$ cat config.mk
export PLATFORM = sky130hd
export DESIGN_NAME = par_to_serial_tx
export DESIGN_NICKNAME = d
export VERILOG_FILES = /design/src/rtl/par_to_serial_tx.sv
export SDC_FILE = /design/constraint.sdc
export NUM_CORES = 1
export LEC_CHECK = 0
export BUFFER_PORTS_ARGS = -buffer_cell sky130_fd_sc_hd__buf_4
export CAP_MARGIN = 20
export CELL_PAD_IN_SITES_DETAIL_PLACEMENT = 0
export CELL_PAD_IN_SITES_GLOBAL_PLACEMENT = 2
export CORE_MARGIN = 2
export CORE_UTILIZATION = 31
export DETAILED_ROUTE_END_ITERATION = 16
export PLACE_DENSITY = 0.79
export RECOVER_POWER = 25
export SETUP_SLACK_MARGIN = 0.15
export SLEW_MARGIN = 20
export SYNTH_ARGS = -nofsm -noshare
export SYNTH_HDL_FRONTEND = slang
export SYNTH_SLANG_ARGS = --single-unit
export TNS_END_PERCENT = 30
$ cat constraint.sdc
create_clock -name clk_32f -period 1.6 [get_ports clk_32f]
set_input_delay 0.16 -clock clk_32f [delete_from_list [all_inputs] [get_ports clk_32f]]
set_output_delay 0.16 -clock clk_32f [all_outputs]
set_load 0.1 [all_outputs]
$ cat src/rtl/par_to_serial_tx.sv
// par_to_serial_tx: MSB-first byte serializer with K28.5 comma idle fill and post-reset sync preamble
module par_to_serial_tx #(
    parameter int         SYNC_BYTES = 4,
    parameter logic [7:0] COMMA      = 8'hBC
) (
    input  logic       clk_32f,
    input  logic       reset,
    input  logic [7:0] data_000,
    input  logic       valid_000,
    output logic       data_out,
    output logic       byte_load,
    output logic       payload,
    output logic       active
);
    typedef enum logic {SYNC, ACTIVE} state_t;

    state_t     state_q;
    logic [2:0] bit_cnt_q, bit_cnt_d;
    logic [3:0] sync_cnt_q;
    logic [7:0] shreg_q, byte_d;
    logic       load, from_data, sync_done;

    // Byte selection: commas during the preamble, otherwise the input byte when qualified
    always_comb begin
        load      = bit_cnt_q == 3'd0;
        from_data = state_q == ACTIVE && valid_000;
        byte_d    = from_data ? data_000 : COMMA;
        bit_cnt_d = bit_cnt_q + 3'd1;
        sync_done = sync_cnt_q == 4'(SYNC_BYTES - 1);
    end

    // Serializer datapath and SYNC/ACTIVE control with registered outputs
    always_ff @(posedge clk_32f) begin
        if (reset) begin
            state_q    <= SYNC;
            bit_cnt_q  <= '0;
            sync_cnt_q <= '0;
            shreg_q    <= '0;
            data_out   <= 1'b0;
            byte_load  <= 1'b0;
            payload    <= 1'b0;
            active     <= 1'b0;
        end else begin
            bit_cnt_q <= bit_cnt_d;
            if (load) begin
                data_out  <= byte_d[7];
                shreg_q   <= {byte_d[6:0], 1'b0};
                byte_load <= 1'b1;
                payload   <= from_data;
                if (state_q == SYNC) begin
                    sync_cnt_q <= sync_done ? 4'd0 : sync_cnt_q + 4'd1;
                    if (sync_done) state_q <= ACTIVE;
                end else begin
                    active <= 1'b1;
                end
            end else begin
                data_out  <= shreg_q[7];
                shreg_q   <= {shreg_q[6:0], 1'b0};
                byte_load <= 1'b0;
            end
        end
    end
endmodule
==> results.py, run 1 <==
metrics = {
    "clocking": {
        "htreeDepth": 1,
        "max-clock-path-buffers": 2,
        "cts_buffers": 3,
        "clkSlewWorstSetupHoldPaths_ps": 100,
        "hold_buffers": 0,
        "worst_skew_pair.late_latency_ps": 290,
        "cell_at_the_root_of_the_clock_tree": "clkbuf_4",
        "tritoncts_clock_tree": "built",
        "tritoncts_num_sinks": 19,
    },
    "cells_and_area": {
        "layout.cells.most_common_list": "19 x dfxtp_1, 13 x buf_4, 10 x nor2_1",
        "layout.cell_area.non_filler_um2": 857,
        "net_count_of_the_finished_layout": 104,
        "layout-area-overhead-vs-synth_pct": 18.5,
        "layout.cells.most_common": "dfxtp_1",
        "diodes_inserted": 0,
        "drive_gt1_share_pct": 23.6,
        "final_cell_count_no_fill": 117,
    },
    "timing": {
        "hold-worst-slack_ps": 92.9,
        "slew_headroom_pct": 64.3,
        "final.period_utilization_pct": 83.9,
        "finalHoldViolations": 0,
        "timing.setup.tns_ps": 0,
        "worst_pin_slew_ps": 537,
        "timing.fmax_mhz": 745,
        "final.min_clock_period_ps": 1340,
        "rsz0062_at_grt": "no",
        "setup_violations": 0,
        "timing.clock.skew_ps": 1.99,
        "drv_slew": 0,
    },
    "global_route": {
        "grt_start_max_net_pins": 19,
        "grt_pass1_vias": 514,
        "global_route.overflow_total": 0,
        "globalRouteTotalUtil_pct": 11.8,
        "grt_pass1_wl_um": 2330,
        "antenna_found_initial": 0,
    },
    "die": {
        "die_outline_area_um2": 2740,
        "dieHeight_um": 52.3,
        "std_cell_rows": 17,
        "coreArea_um2": 2210,
        "die-width_um": 52.3,
        "ios": 15,
        "start_util_pct": 32.7,
    },
    "power": {
        "total_leakage_power_nw": 0.344,
        "vdd_ir_drop_max_mv": 0.543,
        "total_power_density_per_cell_area_nw_per_um2": 1090,
    },
    "setup_path": {
        "worst_path_max_delay_cell": "or4_1",
        "timing.critical_path.to_type": "register",
        "worstReg2RegStart": "bit_cnt_q[0]",
        "timing.critical_path.from": "bit_cnt_q[0]",
        "cp_slowest_stage_delay_ps": 470,
        "crit_path_cell_trace": "inv_1 -> ha_2 -> nand2b_1 -> or4_1 -> a21oi_1",
        "arrival_time_at_the_worst_endpoint_ps": 1570,
        "cp_max_fo": 4,
        "cp.required_ps": 1830,
        "start_kind": "register",
        "timing.reg2reg.setup_slack_ps": 260,
        "path_class": "register to register",
    },
    "routing": {
        "postRouteAntennaNets": 0,
        "vias": 569,
        "number_of_search_and_repair_iterations_in_the_first_detailed_routing_pass": 2,
        "drt_first_iter_violations": 7,
        "routedWlPerCell_um": 11.7,
        "wirelength_um": 1370,
        "viasPerCell": 4.86,
        "drc": 0,
    },
    "synth": {
        "synthesis.nets": 89,
        "yosysWarnings": 0,
        "synth.yosys.seq_area_share_pct": 52.6,
        "synthesis.area_um2": 723,
        "syn_avg_cell_area_um2": 9.64,
        "synth.ff_latch_count": 19,
        "syn-instance-count": 75,
        "yosysUniqueCellTypes": 23,
    },
    "place": {
        "portBuffers": 14,
        "post_dp_cell_area_um2": 833,
        "hpwl_um": 927,
        "placed_cells": 113,
        "place_congestion": 0.733,
    },
    "hold_path": {
        "hold_start": "data_000[7]",
        "worst_hold_path_type": "input port to register",
    },
    "status": {
        "run_status": "completed",
    },
    "flow_run": {
        "drv_cap": 0,
    },
}
cells in the mapped netlist, drive strengths merged:
master / instances / area share [%]
a21bo: 1 / 1.4
a21oi: 9 / 6.2
nand2: 4 / 2.1
nor2b: 1 / 0.87
nand2b: 1 / 0.87
o31ai: 1 / 1.0
inv: 2 / 1.0
nor2: 10 / 5.2
and2b: 1 / 1.2
nand3: 1 / 0.69
nor3b: 2 / 2.1
and4: 1 / 1.2
xnor2: 1 / 1.2
nand4b: 2 / 2.4
buf: 3 / 4.2
o22ai: 5 / 4.3
o21ai: 2 / 1.4
dfxtp: 19 / 53
clkbuf: 2 / 1.0
ha: 3 / 5.2
or4: 2 / 2.1
nand4: 2 / 1.7
routing by layer:
metal / up-vias / global-route usage (%) / part of all wire (%)
li1: 290 / - / -
met1: 267 / 15.8 / 52
met2: 10 / 16.7 / 42
met3: 2 / 5.14 / 4.8
met4: 0 / 3.85 / 1.0
met5: - / 0 / 0
area by class of cell:
cell class,instances,area (um^2)
fillers,236,1360
flip-flops and latches,19,380
multi-input cells,49,300
repair buffers,15,108
well taps,28,35.0
clock buffers,4,26.3
inverters,2,7.51
sequential cells by signal, summed over array words and instances (netlist names):
| name | count |
|---|---|
| shreg_q | 7 |
| sync_cnt_q | 4 |
| bit_cnt_q | 3 |
| active | 1 |
| byte_load | 1 |
| data_out | 1 |
| payload | 1 |
| state_q | 1 |
what timing repair did:
action,CTS,global route
gates resized for setup,0,1
setup buffers,0,0
setup endpoints to repair,0,2
worst max-delay path, delay by kind of cell, from the launching register on:
kind,cells,cell delay (ps)
and+or+nand+nor,2,550
AOI/OAI and AO/OA,1,140
adders and majority gates,1,190
buffers and inverters,1,60
DFF,1,330
worst paths after layout:
| kind | end | cells past startpoint |
|---|---|---|
| worst max-delay path | sync_cnt_q[3] | 5 |
| worst min-delay path | data_out | 3 |
| worst max register to register | sync_cnt_q[3] | 5 |
| worst min register to register | shreg_q[7] | 2 |
report_power, final:
group | internal [mW] | leakage [nW] | switching (mW)
logic | 0.0630 | 0.173 | 0.107
clock network | 0.0970 | 0.0150 | 0.140
registers | 0.506 | 0.156 | 0.0176
total | 0.666 | 0.344 | 0.264
logic make-up (layout without fill, tap and decap cells):
family	count (synthesis)	after routing	synth area share [%]
DFF	19	19	52.6
buffers and inverters	7	21	6.23
AOI/OAI and AO/OA	18	18	14.4
xor gates and xnor gates	1	1	1.21
adders and majority gates	3	3	5.19
and+or+nand+nor	27	27	20.4
stage by stage:
stage | power, mW | setup WS [ps] | utilization (%)
2_1_floorplan | 0.664 | 233 | -
6_report | 0.930 | 258 | 38.7
3_3_place_gp | 0.705 | 294 | 37.7
4_1_cts | 0.945 | 241 | 38.9
5_1_grt | 0.984 | 152 | 38.7
3_5_place_dp | 0.706 | 271 | 37.7
Power figures use the tool's default switching activity.
==> run 2, diff against run 1 <==
ABC_AREA = 1   (was default)
CORE_UTILIZATION = 30   (was 31)
clock period = 1.31 ns   (was 1.6 ns; I/O delays follow)
==> run 2 against run 1 <==
Net effect: clock skew grew 1.0 ps; highest routed layer is now met3; count of clock-buffer cells in the layout is the same; hold slack lost 42 ps; largest cell class unchanged; design area grew 18%; largest power group unchanged.
==> results.py, run 2 <==
metrics = {
    "cells_and_area": {
        "max_flop_register": "shreg_q",
        "nFillCells": 269,
        "layout-area-overhead-vs-synth_pct": 30.0,
        "area.sequential_um2": 383,
        "diodes_inserted": 0,
        "multi_input_area_um2": 354,
        "reg.largest.list": "shreg_q x7, sync_cnt_q x4, bit_cnt_q x3",
        "net_count_of_the_finished_layout": 131,
        "layout.cells.most_common_list": "17 x dfxtp_1, 17 x buf_4, 15 x nor2_1",
        "largest_register_ffs": 7,
        "drive_gt1_share_pct": 31.9,
    },
    "routing": {
        "drc": 0,
        "viasPerCell": 4.37,
        "number_of_search_and_repair_iterations_in_the_first_detailed_routing_pass": 4,
        "vias": 638,
        "wirelength_um": 1430,
        "drt_first_iter_violations": 6,
        "routedWlPerCell_um": 9.79,
        "postRouteAntennaNets": 0,
    },
    "global_route": {
        "grt_start_max_net_pins": 11,
        "antenna_found_initial": 0,
        "grt_pass1_vias": 594,
        "grt_pass1_wl_um": 2440,
        "globalRouteTotalUtil_pct": 11.2,
        "global_route.overflow_total": 0,
    },
    "power": {
        "total_power_density_per_cell_area_nw_per_um2": 1240,
        "total_leakage_power_nw": 0.436,
        "vdd_ir_drop_max_mv": 0.643,
    },
    "timing": {
        "timing.setup.tns_ps": 0,
        "finalHoldViolations": 0,
        "timing.fmax_mhz": 852,
        "setup_violations": 0,
        "worst_pin_slew_ps": 484,
        "drv_slew": 0,
        "final.period_utilization_pct": 89.6,
        "worst_slack_ps": 136,
        "slew_headroom_pct": 68.0,
        "rsz0062_at_grt": "yes",
        "final.min_clock_period_ps": 1170,
        "timing.clock.skew_ps": 3.03,
    },
    "synth": {
        "dominantRegCellSynth": "dfxtp_1",
        "synthesis.area_um2": 777,
        "xor_xnor_share_of_the_synthesized_area_pct": 1.13,
        "syn_avg_cell_area_um2": 8.35,
        "synth_async_sr_flop_share_pct": 0,
        "synth_compound_gate_area_share_pct": 9.18,
        "synth_top_cells_by_area": "dfxtp_1 49%, nor2_1 7.2%, nand2_1 6.8%",
        "synth_adder_area_share_pct": 4.83,
        "synth.top_cells.by_count": "19 x dfxtp_1, 15 x nor2_1, 14 x nand2_1",
        "multiplexer_fraction_of_the_synthesized_cell_area_pct": 0,
        "synth-simple-area-share_pct": 27.7,
        "synthesis.nets": 107,
        "post-synth-top-area-cell": "dfxtp_1",
        "syn-instance-count": 93,
        "most_frequent_cell_after_synthesis": "dfxtp_1",
        "combinational_family_with_the_most_area_after_synthesis": "simple AND/OR/NAND/NOR gates",
        "synth-edff-count": 0,
        "yosysUniqueCellTypes": 19,
        "synth_top_area_share_pct": 49.0,
        "synth.yosys.seq_area_share_pct": 49.0,
        "synth.ff_latch_count": 19,
        "yosysWarnings": 0,
    },
    "setup_path": {
        "crit_path_cell_trace": "inv_1 -> ha_4 -> nand2_8 -> clkbuf_1 -> nand2_1 -> a21oi_2",
        "cp_slowest_stage_delay_ps": 360,
        "critical_path_buf_inv_count": 2,
        "path_class": "register to register",
        "cp.required_ps": 1550,
        "critical_path.top_delay_family": "flip-flops",
        "start_kind": "register",
        "cp_max_fo": 8,
        "worst_path_max_delay_cell": "dfxtp_1",
        "timing.critical_path.to_type": "register",
        "arrival_time_at_the_worst_endpoint_ps": 1410,
    },
    "clocking": {
        "tritoncts_clock_tree": "built",
        "tritoncts_num_sinks": 19,
        "cts_buffers": 3,
        "hold_buffers": 0,
        "clkSlewWorstSetupHoldPaths_ps": 100,
        "htreeDepth": 1,
        "worst_skew_pair.late_latency_ps": 290,
        "cell_at_the_root_of_the_clock_tree": "clkbuf_4",
        "max-clock-path-buffers": 2,
    },
    "die": {
        "std_cell_rows": 18,
        "ios": 15,
        "coreArea_um2": 2450,
        "die-width_um": 54.9,
        "dieHeight_um": 54.9,
        "start_util_pct": 31.7,
        "die_outline_area_um2": 3010,
    },
    "place": {
        "hpwl_um": 1030,
        "place_ws_ps": 70.1,
        "place_congestion": 0.719,
        "portBuffers": 14,
    },
    "hold_path": {
        "worst_hold_path_type": "input port to register",
    },
    "status": {
        "run_status": "completed",
    },
    "flow_run": {
        "drv_cap": 0,
    },
}
## run 2: area by class of cell
cell class | instances | area share (%)
Clock buffer | 4 | 2.60
Multi-Input combinational cell | 60 | 35.1
Sequential cell | 19 | 37.9
Timing Repair Buffer | 21 | 16.2
Inverter | 12 | 4.46
Tap cell | 30 | 3.72
## run 2: what timing repair did
item                       in CTS  in global routing
gates resized for setup         2                  6
setup buffers                   4                  2
pin swaps                       1                  4
gates cloned                    0                  0
setup endpoints to repair      11                 14
## run 2: per-layer routing
metal / up-vias / part of all wire (%) / track usage (%)
met4: 0 / 0 / 3.66
li1: 342 / - / -
met2: 9 / 51 / 17.9
met5: - / 0 / 0
met3: 0 / 2.7 / 2.42
met1: 287 / 46 / 15.0
## run 2: metrics by stage
step	util (%)	power, mW	std cells	hold WS, ps	area, um^2
2_1_floorplan	-	0.847	93	243	778
3_3_place_gp	37.1	0.909	136	349	910
3_5_place_dp	37.1	0.912	136	358	910
4_1_cts	39.9	1.24	144	46.3	980
5_1_grt	41.1	1.33	146	52.0	1010
6_report	41.1	1.25	146	50.7	1010
## run 2: final timing paths
path | start | cells past startpoint | to | slack (ps)
min | data_000[0] | 3 | shreg_q[1] | 50
max reg2reg | bit_cnt_q[0] | 6 | shreg_q[7] | 140
max | bit_cnt_q[0] | 6 | shreg_q[7] | 140
min reg2reg | bit_cnt_q[0] | 1 | bit_cnt_q[0] | 440
## run 2: cell families (layout without fill, tap and decap cells)
group / after synthesis / count (layout)
AOI/OAI and AO/OA: 12 / 12
and+or+nand+nor: 44 / 44
DFF: 19 / 19
buffers and inverters: 14 / 37
adders and majority gates: 3 / 3
xor gates and xnor gates: 1 / 1
## run 2: power breakdown
group	total (mW)	switching (mW)	leakage [nW]	internal, mW
registers	0.646	0.0226	0.157	0.624
logic	0.311	0.182	0.264	0.130
clock network	0.291	0.173	0.0150	0.118
total	1.25	0.377	0.436	0.872
## run 2: tightest hold or removal path: cells and delay by family
kind	cells	cell delay [ps]
buffers and inverters	2	100
AND/OR/NAND/NOR	1	80
